==> src/rtl/pic_gray_packer_if.sv <==
// Valid/ready stream with frame framing. It carries the pixel input (W=DW0) and the packed output word (W=DN*DW).
interface pic_gray_packer_if #(
  parameter int W = 16
);
  logic [W-1:0] data;
  logic         first;
  logic         last;
  logic         valid;
  logic         ready;

  modport master (output data, output first, output last, output valid, input ready);
  modport slave  (input data, input first, input last, input valid, output ready);
endinterface

==> src/rtl/pic_gray_packer.sv <==
// RGB565 -> 8-bit grey (or raw low byte) packer. DN pixels form one word, visible 1 cycle after the completing pixel.
// 1-deep output register: input is stalled whenever a word is held and m.ready is low.
module pic_gray_packer #(
  parameter int             DW0 = 16,
  parameter int             DW  = 8,
  parameter int             DN  = 7,
  parameter logic [DW-1:0]  PAD = '0
) (
  input  logic                    clk,
  input  logic                    rst_n,
  input  logic                    gray_en,
  pic_gray_packer_if.slave        pic,
  pic_gray_packer_if.master       m,
  output logic                    sync_err,
  output logic                    frame_done
);

  localparam int                CW       = (DN > 1) ? $clog2(DN) : 1;
  localparam logic [DN*DW-1:0]  PAD_WORD = {DN{PAD}};

  function automatic logic [7:0] to_gray(input logic [15:0] px);
    logic [7:0]  r8;
    logic [7:0]  g8;
    logic [7:0]  b8;
    logic [15:0] sum;
    r8  = {px[15:11], px[15:13]};
    g8  = {px[10:5],  px[10:9]};
    b8  = {px[4:0],   px[4:2]};
    // Weights add up to 256, so the sum never exceeds 255*256 and fits in 16 bits
    sum = 16'd77 * {8'd0, r8} + 16'd150 * {8'd0, g8} + 16'd29 * {8'd0, b8};
    return sum[15:8];
  endfunction

  logic [CW-1:0]     cnt;
  logic              pend_first;
  logic [DN*DW-1:0]  pack_q;
  logic              valid_q;
  logic [DN*DW-1:0]  data_q;
  logic              first_q;
  logic              last_q;

  logic              accept;
  logic              resync;
  logic              complete;
  logic [CW-1:0]     idx;
  logic [7:0]        lane8;
  logic [DW-1:0]     pix_lane;
  logic [DN*DW-1:0]  word_nxt;

  assign pic.ready = !valid_q | m.ready;
  assign m.valid   = valid_q;
  assign m.data    = data_q;
  assign m.first   = first_q;
  assign m.last    = last_q;

  always_comb begin
    accept   = pic.valid & pic.ready;
    resync   = pic.first & (cnt != '0);
    lane8    = gray_en ? to_gray(pic.data[15:0]) : pic.data[7:0];
    pix_lane = DW'(lane8);
    // A resync restarts from an all-PAD buffer so no stale lanes survive
    idx      = resync ? '0 : cnt;
    word_nxt = resync ? PAD_WORD : pack_q;
    for (int k = 0; k < DN; k++) begin
      if (idx == CW'(k)) begin
        word_nxt[k*DW +: DW] = pix_lane;
      end
    end
    complete = accept & ((idx == CW'(DN - 1)) | pic.last);
  end

  always_ff @(posedge clk) begin
    if (!rst_n) begin
      cnt        <= '0;
      pend_first <= 1'b0;
      pack_q     <= PAD_WORD;
      valid_q    <= 1'b0;
      data_q     <= '0;
      first_q    <= 1'b0;
      last_q     <= 1'b0;
      sync_err   <= 1'b0;
      frame_done <= 1'b0;
    end else begin
      sync_err   <= accept & resync;
      frame_done <= valid_q & m.ready & last_q;
      if (valid_q & m.ready) begin
        valid_q <= 1'b0;
      end
      if (accept) begin
        if (complete) begin
          // Lanes above idx are already PAD: the buffer is refilled with PAD after every word
          data_q     <= word_nxt;
          first_q    <= pend_first | pic.first;
          last_q     <= pic.last;
          valid_q    <= 1'b1;
          cnt        <= '0;
          pack_q     <= PAD_WORD;
          pend_first <= 1'b0;
        end else begin
          pack_q     <= word_nxt;
          cnt        <= idx + CW'(1);
          pend_first <= pend_first | pic.first;
        end
      end
    end
  end

endmodule

==> src/flat_wrapper.sv <==
// flat-port wrapper written by rule: the top's interface ports become plain ports
module pic_gray_packer_flat 
#(
  parameter int             DW0 = 16,
  parameter int             DW  = 8,
  parameter int             DN  = 7,
  parameter logic [DW-1:0]  PAD = '0
)
  (clk, rst_n, gray_en, sync_err, frame_done, pic_data, pic_first, pic_last, pic_valid, pic_ready, m_data, m_first, m_last, m_valid, m_ready);
  pic_gray_packer_if #(.W(16)) pic_i ();
  pic_gray_packer_if #(.W(56)) m_i ();
  input  logic clk;
  input  logic rst_n;
  input  logic gray_en;
  output logic sync_err;
  output logic frame_done;
  input wire logic [$bits(pic_i.data)-1:0] pic_data;
  input wire logic [$bits(pic_i.first)-1:0] pic_first;
  input wire logic [$bits(pic_i.last)-1:0] pic_last;
  input wire logic [$bits(pic_i.valid)-1:0] pic_valid;
  output wire logic [$bits(pic_i.ready)-1:0] pic_ready;
  output wire logic [$bits(m_i.data)-1:0] m_data;
  output wire logic [$bits(m_i.first)-1:0] m_first;
  output wire logic [$bits(m_i.last)-1:0] m_last;
  output wire logic [$bits(m_i.valid)-1:0] m_valid;
  input wire logic [$bits(m_i.ready)-1:0] m_ready;
  assign pic_i.data = pic_data;
  assign pic_i.first = pic_first;
  assign pic_i.last = pic_last;
  assign pic_i.valid = pic_valid;
  assign pic_ready = pic_i.ready;
  assign m_data = m_i.data;
  assign m_first = m_i.first;
  assign m_last = m_i.last;
  assign m_valid = m_i.valid;
  assign m_i.ready = m_ready;
  pic_gray_packer #(.DW0(DW0), .DW(DW), .DN(DN), .PAD(PAD)) u_core (.clk(clk), .rst_n(rst_n), .gray_en(gray_en), .pic(pic_i), .m(m_i), .sync_err(sync_err), .frame_done(frame_done));
endmodule
==> config.mk <==
export PLATFORM = sky130hd
export DESIGN_NAME = pic_gray_packer_flat
export DESIGN_NICKNAME = d
export VERILOG_FILES = /design/src/rtl/pic_gray_packer_if.sv /design/src/rtl/pic_gray_packer.sv /design/src/flat_wrapper.sv
export SDC_FILE = /design/constraint.sdc
export NUM_CORES = 1
export LEC_CHECK = 0
export CAP_MARGIN = 20
export CORE_MARGIN = 2
export CORE_UTILIZATION = 67
export DETAILED_ROUTE_END_ITERATION = 16
export DONT_BUFFER_PORTS = 1
export GPL_ROUTABILITY_DRIVEN = 0
export PLACE_DENSITY = 0.83
export SLEW_MARGIN = 20
export SYNTH_ARGS = -nofsm -noshare
export SYNTH_HDL_FRONTEND = slang
export SYNTH_SLANG_ARGS = --single-unit
==> constraint.sdc <==
create_clock -name clk -period 12.6 [get_ports clk]
set_input_delay 1.89 -clock clk [delete_from_list [all_inputs] [get_ports clk]]
set_output_delay 1.89 -clock clk [all_outputs]
set_load 0.005 [all_outputs]
==> metrics, run 1 <==
Seq/Total Area, Yosys=0.297; die area=roughly 13000 µm²; top cells by count, synth=121 x dfxtp_1, 95 x inv_1, 88 x ha_1; PwrDens=315 nW/µm²; kind of critical path=in2reg; Synth Area per Inst=between 9 and 10 µm²; Reg power frac=0.155; clk buf depth=2; min-delay worst type=reg2reg; Core Area=~12000 µm²; synth unique cells=71; CTS tree=built; R2R Path Start=u_core.cnt[0]; DRT antenna net count=0; CP arrival=8740 ps; Clock power frac=0.179; startpoint class of the critical path=primary input; number of flops mapped to enable cells by yosys=0; initial antenna violation count=0; largest area contributor in the netlist=dfxtp_1; Hold WS=~460 ps; post-cts sizing count=0; drt pass-1 iters=6; switching pwr=1.37 mW; slack of the critical path=approximately 4200 ps; syn nets=1050; CTS root buf=clkbuf_16; crit path time final=around 8400 ps; crit path max fanout=12; VDD IR max=0.412 mV; Fin Clk Skew=roughly 5.7 ps; largest net degree at the start of global routing=75; Initial Utilization=0.682; Top FF cell, synth=dfxtp_1; R2R setup slack=9250 ps; critical path's top delay family=adder cells; I/O pins=85; Die W=approximately 110 µm; WP buf/inv=4; CTS Hold Bufs=0; Reg clk slew, reported paths=50 ps; Routed WL per cell=21.2 µm; CP Capture Type=flip-flop; detailed-placement wirelength estimate=16.0 mm; Worst-Skew Late Latency=420 ps; Mapped Cells=just under 900; YS warnings=0; number of global-route vias before repair=approximately 7000; row count=40; status=completed; post-synth top area share=0.297; clk sink count=121; Vias/cell=6.78; cts bufs inserted=17; Logic pwr share=0.666; port bufs=0; total negative slack=0 ps; Final Core Density=0.735; setup bufs post-CTS=0; # diodes=0; DRC=0; top cells by area, synth=dfxtp_1 30%, ha_1 14%, fa_1 13%, o21ai_0 4.6%, inv_1 4.4%; detailed-route via count=around 7000; Pleak=3.89 nW; die height=114 µm; Max-cap violations=0; async set or reset register ratio after synthesis=0; total global routing overflow=0; final hold vios=0; Final Max Tran Viols=0; first-pass GRT wire length=35.6 mm; Total GRT Usage=0.350; Final setup viols=0; H-tree depth=4; RSZ-0062 raised after global routing=no; WL final=21.8 mm; Worst path slowest cell=a31oi_1; fmax=around 120 MHz; Worst EP required=12910 ps; fin nets=1035; worst hold start=u_core.pack_q[26]; Yosys reg bits=121; most frequent cell after synthesis=dfxtp_1; internal power=1.39 mW; Cell Chain, Critical Path=ha_1 > ha_1 > inv_1 > fa_1 > fa_1 > inv_1 > ha_1 > xnor2_1 > fa_1 > fa_1 > inv_1 > fa_1 > fa_1 > inv_1 > ha_1 > a21oi_1 > nand2_1 > a2111o_1 > a21o_2 > a31oi_1 > o21ai_0 > and2_1; final period utilization=0.669; headroom to the max-slew limit=0.331; worst-margin pin slew=around 1000 ps; Layout area overhead=7.77%; Crit path top cell by count=fa_1; switching part of the total=0.496; Crit. Startpoint=pic_data[7]; mapped cell area=8150 µm²; drt initial violations=853; Post-Place Worst Slack=between 3000 and 4000 ps; ratio of cells with drive above 1 in the final layout=0.0725; crit-path max cell delay=between 700 and 800 ps
logic make-up (layout without fill, tap and decap cells):
kind of cell,after synthesis,in the layout,synth area share
flops,121,121,0.297
fa+ha+maj,142,142,0.268
compound gates,258,258,0.217
xor+xnor,12,12,0.0129
mux,5,5,0.00629
simple gates,213,213,0.128
buf+inv,134,132,0.0714
stage by stage:
| step | cell area (µm²) | power (mW) | std cells |
|---|---|---|---|
| after floorplan | 8150 | 1.81 | 885 |
| after global placement | 8150 | 2.12 | 997 |
| after global routing | 8790 | 2.99 | 1030 |
| after CTS | 8780 | 2.71 | 1030 |
| final | 8790 | 2.77 | 1030 |
| after detailed placement | 8170 | 2.20 | 998 |
area by class of cell:
type                    instances  area (µm²)
flip-flops and latches        121        2420
well taps                     147         184
clock buffers                  18         439
fillers                       849        3180
clock inverters                14         173
repair buffers                  4        42.5
multi-input cells             630        5160
inverters                      96         360
per-layer routing:
| metal | share of wire | vias to the layer above | track usage |
|---|---|---|---|
| li1 | - | 3113 | - |
| met4 | 0.023 | 0 | 0.111 |
| met1 | 0.40 | 3383 | 0.466 |
| met5 | 0 | - | 0 |
| met2 | 0.47 | 427 | 0.548 |
| met3 | 0.12 | 59 | 0.111 |
cell usage in the layout, fill, tap and decap left out, types with 13 or more instances in the layout:
master     Yosys  routed
dfxtp_1      121     121
o21ai_1       13      13
nor2_1        57      56
a31oi_1       23      23
ha_1          88      88
o2bb2ai_1     17      17
inv_1         95      95
nand3_1       23      23
a21oi_1       32      32
fa_1          54      54
clkbuf_16      0      17
and2_1        16      16
a221oi_1      18      18
nand2_1       57      57
o21ai_0       75      75
power by group through the flow:
stage	clock network, mW	registers, mW	logic (mW)
2_1_floorplan	0	0.430	1.38
3_3_place_gp	0	0.435	1.69
3_5_place_dp	0	0.436	1.77
4_1_cts	0.496	0.428	1.79
5_1_grt	0.516	0.431	2.04
6_report	0.495	0.429	1.84
worst paths after layout:
kind / to / depth (start not counted)
worst min-delay path: u_core.pack_q[26] / 1
worst min register to register: u_core.pack_q[26] / 1
worst max-delay path: u_core.m.data[51] / 22
worst max register to register: u_core.pack_q[28] / 8
registers in the layout, summed over array words and instances (netlist names):
signal	count
u_core.pend_first	1
u_core.m.data	56
u_core.m.first	1
u_core.m.last	1
u_core.frame_done	1
u_core.m.valid	1
u_core.cnt	3
u_core.sync_err	1
u_core.pack_q	56
Power figures use the tool's default switching activity.
==> inputs of run 2 (changes only) <==
--- a/config.mk
+++ b/config.mk
@@ -7,11 +7,11 @@
 export LEC_CHECK = 0
 export CAP_MARGIN = 20
 export CORE_MARGIN = 2
-export CORE_UTILIZATION = 67
+export CORE_UTILIZATION = 59
 export DETAILED_ROUTE_END_ITERATION = 16
 export DONT_BUFFER_PORTS = 1
 export GPL_ROUTABILITY_DRIVEN = 0
-export PLACE_DENSITY = 0.83
+export PLACE_DENSITY = 0.78
 export SLEW_MARGIN = 20
 export SYNTH_ARGS = -nofsm -noshare
 export SYNTH_HDL_FRONTEND = slang
==> constraint.sdc (replaced) <==
create_clock -name clk -period 7.46 [get_ports clk]
set_input_delay 1.119 -clock clk [delete_from_list [all_inputs] [get_ports clk]]
set_output_delay 1.119 -clock clk [all_outputs]
set_load 0.005 [all_outputs]
==> metrics, run 2 (same netlist as run 1, synthesis figures left out) <==
DRT antenna net count=0; Die W=roughly 120 µm; worst reg2reg endpoint=u_core.pack_q[30]; Total GRT Usage=0.301; CP Capture Type=flip-flop; drt pass-1 iters=5; Multi-input gate area=5190 µm²; R2R setup slack=4220 ps; min-delay worst type=reg2reg; R2R Path Start=u_core.cnt[0]; detailed-route via count=6723; number of global-route vias before repair=6731; commonest non-fill, non-tap cell in the layout=dfxtp_1; clk sink count=121; kind of critical path=in2reg; register area=2420 µm²; headroom to the max-slew limit=0.492; total global routing overflow=0; Layout area overhead=11.0%; Reg clk slew, reported paths=60 ps; crit path time final=a little over 7000 ps; worst-margin pin slew=762 ps; placed cell areas=8360 µm²; Final Max Tran Viols=0; fin nets=1058; CTS Hold Bufs=0; Fin Clk Skew=slightly above 10 ps; I/O pins=85; H-tree depth=4; RSZ-0062 raised after global routing=no; cts bufs inserted=17; final period utilization=0.963; r2r worst-path depth=8; Hold Path Cell Cnt=1; WL final=21.4 mm; # diodes=0; Worst EP required=between 7000 and 8000 ps; Worst-Skew Late Latency=420 ps; fill cell count=1028; CTS root buf=clkbuf_16; startpoint class of the critical path=primary input; worst hold start=u_core.pack_q[51]; CP arrival=between 7000 and 8000 ps; status=completed; clk buf depth=2; Initial Utilization=0.611; ratio of cells with drive above 1 in the final layout=0.102; CTS tree=built; Max-cap violations=0; DRC=0; detailed-placement wirelength estimate=15.6 mm; die area=~15000 µm²; drt initial violations=616; die height=~120 µm; fin area=9050 µm²; crit path max fanout=7; first-pass GRT wire length=34.6 mm; most frequent cells in the layout=121 x dfxtp_1, 95 x inv_1, 88 x ha_1; Routed WL per cell=19.8 µm; Core Area=~13000 µm²; Vias/cell=6.21; initial antenna violation count=1; Final setup viols=0; fmax=139 MHz; row count=42; WHS Endpoint=u_core.pack_q[51]; port bufs=0; largest net degree at the start of global routing=between 70 and 80; final hold vios=0
-- run 2: changes by cell type in the layout (fill, tap and decap cells not counted), sizes merged --
cell           change
buf               +22
bufinv             +1
clkbuf             +3
clkdlybuf4s15      +1
clkinv             -3
inv                -1
-- run 2: critical path: stages --
cell,delay [ps]
ha_1,280
ha_1,270
inv_1,50
fa_1,490
fa_1,510
inv_1,40
ha_1,310
xnor2_1,230
fa_1,490
fa_1,530
inv_1,60
fa_1,460
fa_1,550
inv_1,40
ha_1,350
and3_4,210
and2_1,170
a211oi_1,240
buf_4,160
o22ai_2,90
a211oi_2,320
buf_4,240
buf_4,150
a32o_1,170
-- run 2: how the worst max path moves through the flow --
stage | cells past startpoint | endpoint | slack, ps | from
finish | 24 | u_core.pack_q[13] | 280 | pic_data[7]
global route | 24 | u_core.m.data[13] | 20 | pic_data[7]
CTS | 22 | u_core.m.data[12] | 250 | pic_data[7]
detailed placement | 24 | u_core.m.data[54] | -180 | pic_data[7]
global placement | 24 | u_core.pack_q[26] | -40 | pic_data[7]
floorplan | 23 | u_core.m.data[20] | 140 | pic_data[7]
-- run 2: metal layers --
metal | track usage | vias to the layer above | wire, µm
li1 | - | 3174 | -
met1 | 0.410 | 3214 | 9360
met2 | 0.462 | 292 | 9530
met3 | 0.0880 | 43 | 1990
met4 | 0.0977 | 0 | 525
met5 | 0 | - | 0
-- run 2: per-stage QoR --
stage / setup TNS (ps) / setup WS [ps] / std cells / hold WS [ps] / util
after detailed placement: -4850 / -181 / 1049 / 446 / 0.626
final: 0 / 276 / 1082 / 461 / 0.678
after global placement: -98.2 / -37.1 / 1049 / 440 / 0.626
after CTS: 0 / 254 / 1081 / 462 / 0.675
after floorplan: 0 / 139 / 885 / 425 / -
after global routing: 0 / 22.9 / 1082 / 476 / 0.678
-- run 2: area by class of cell --
type / count / area share
multi-input cells: 630 / 0.574
well taps: 176 / 0.0243
clock inverters: 11 / 0.0185
flip-flops and latches: 121 / 0.268
repair buffers: 27 / 0.0228
inverters: 96 / 0.0398
clock buffers: 21 / 0.0531
-- run 2: what timing repair did --
| action | CTS | global route |
|---|---|---|
| setup endpoints to repair | 0 | 32 |
| setup buffers | 0 | 0 |
| gates resized for setup | 0 | 8 |
Power of run 2 is not shown: default switching activity piles up to over one toggle a cycle in this logic, so the estimate is an artifact.
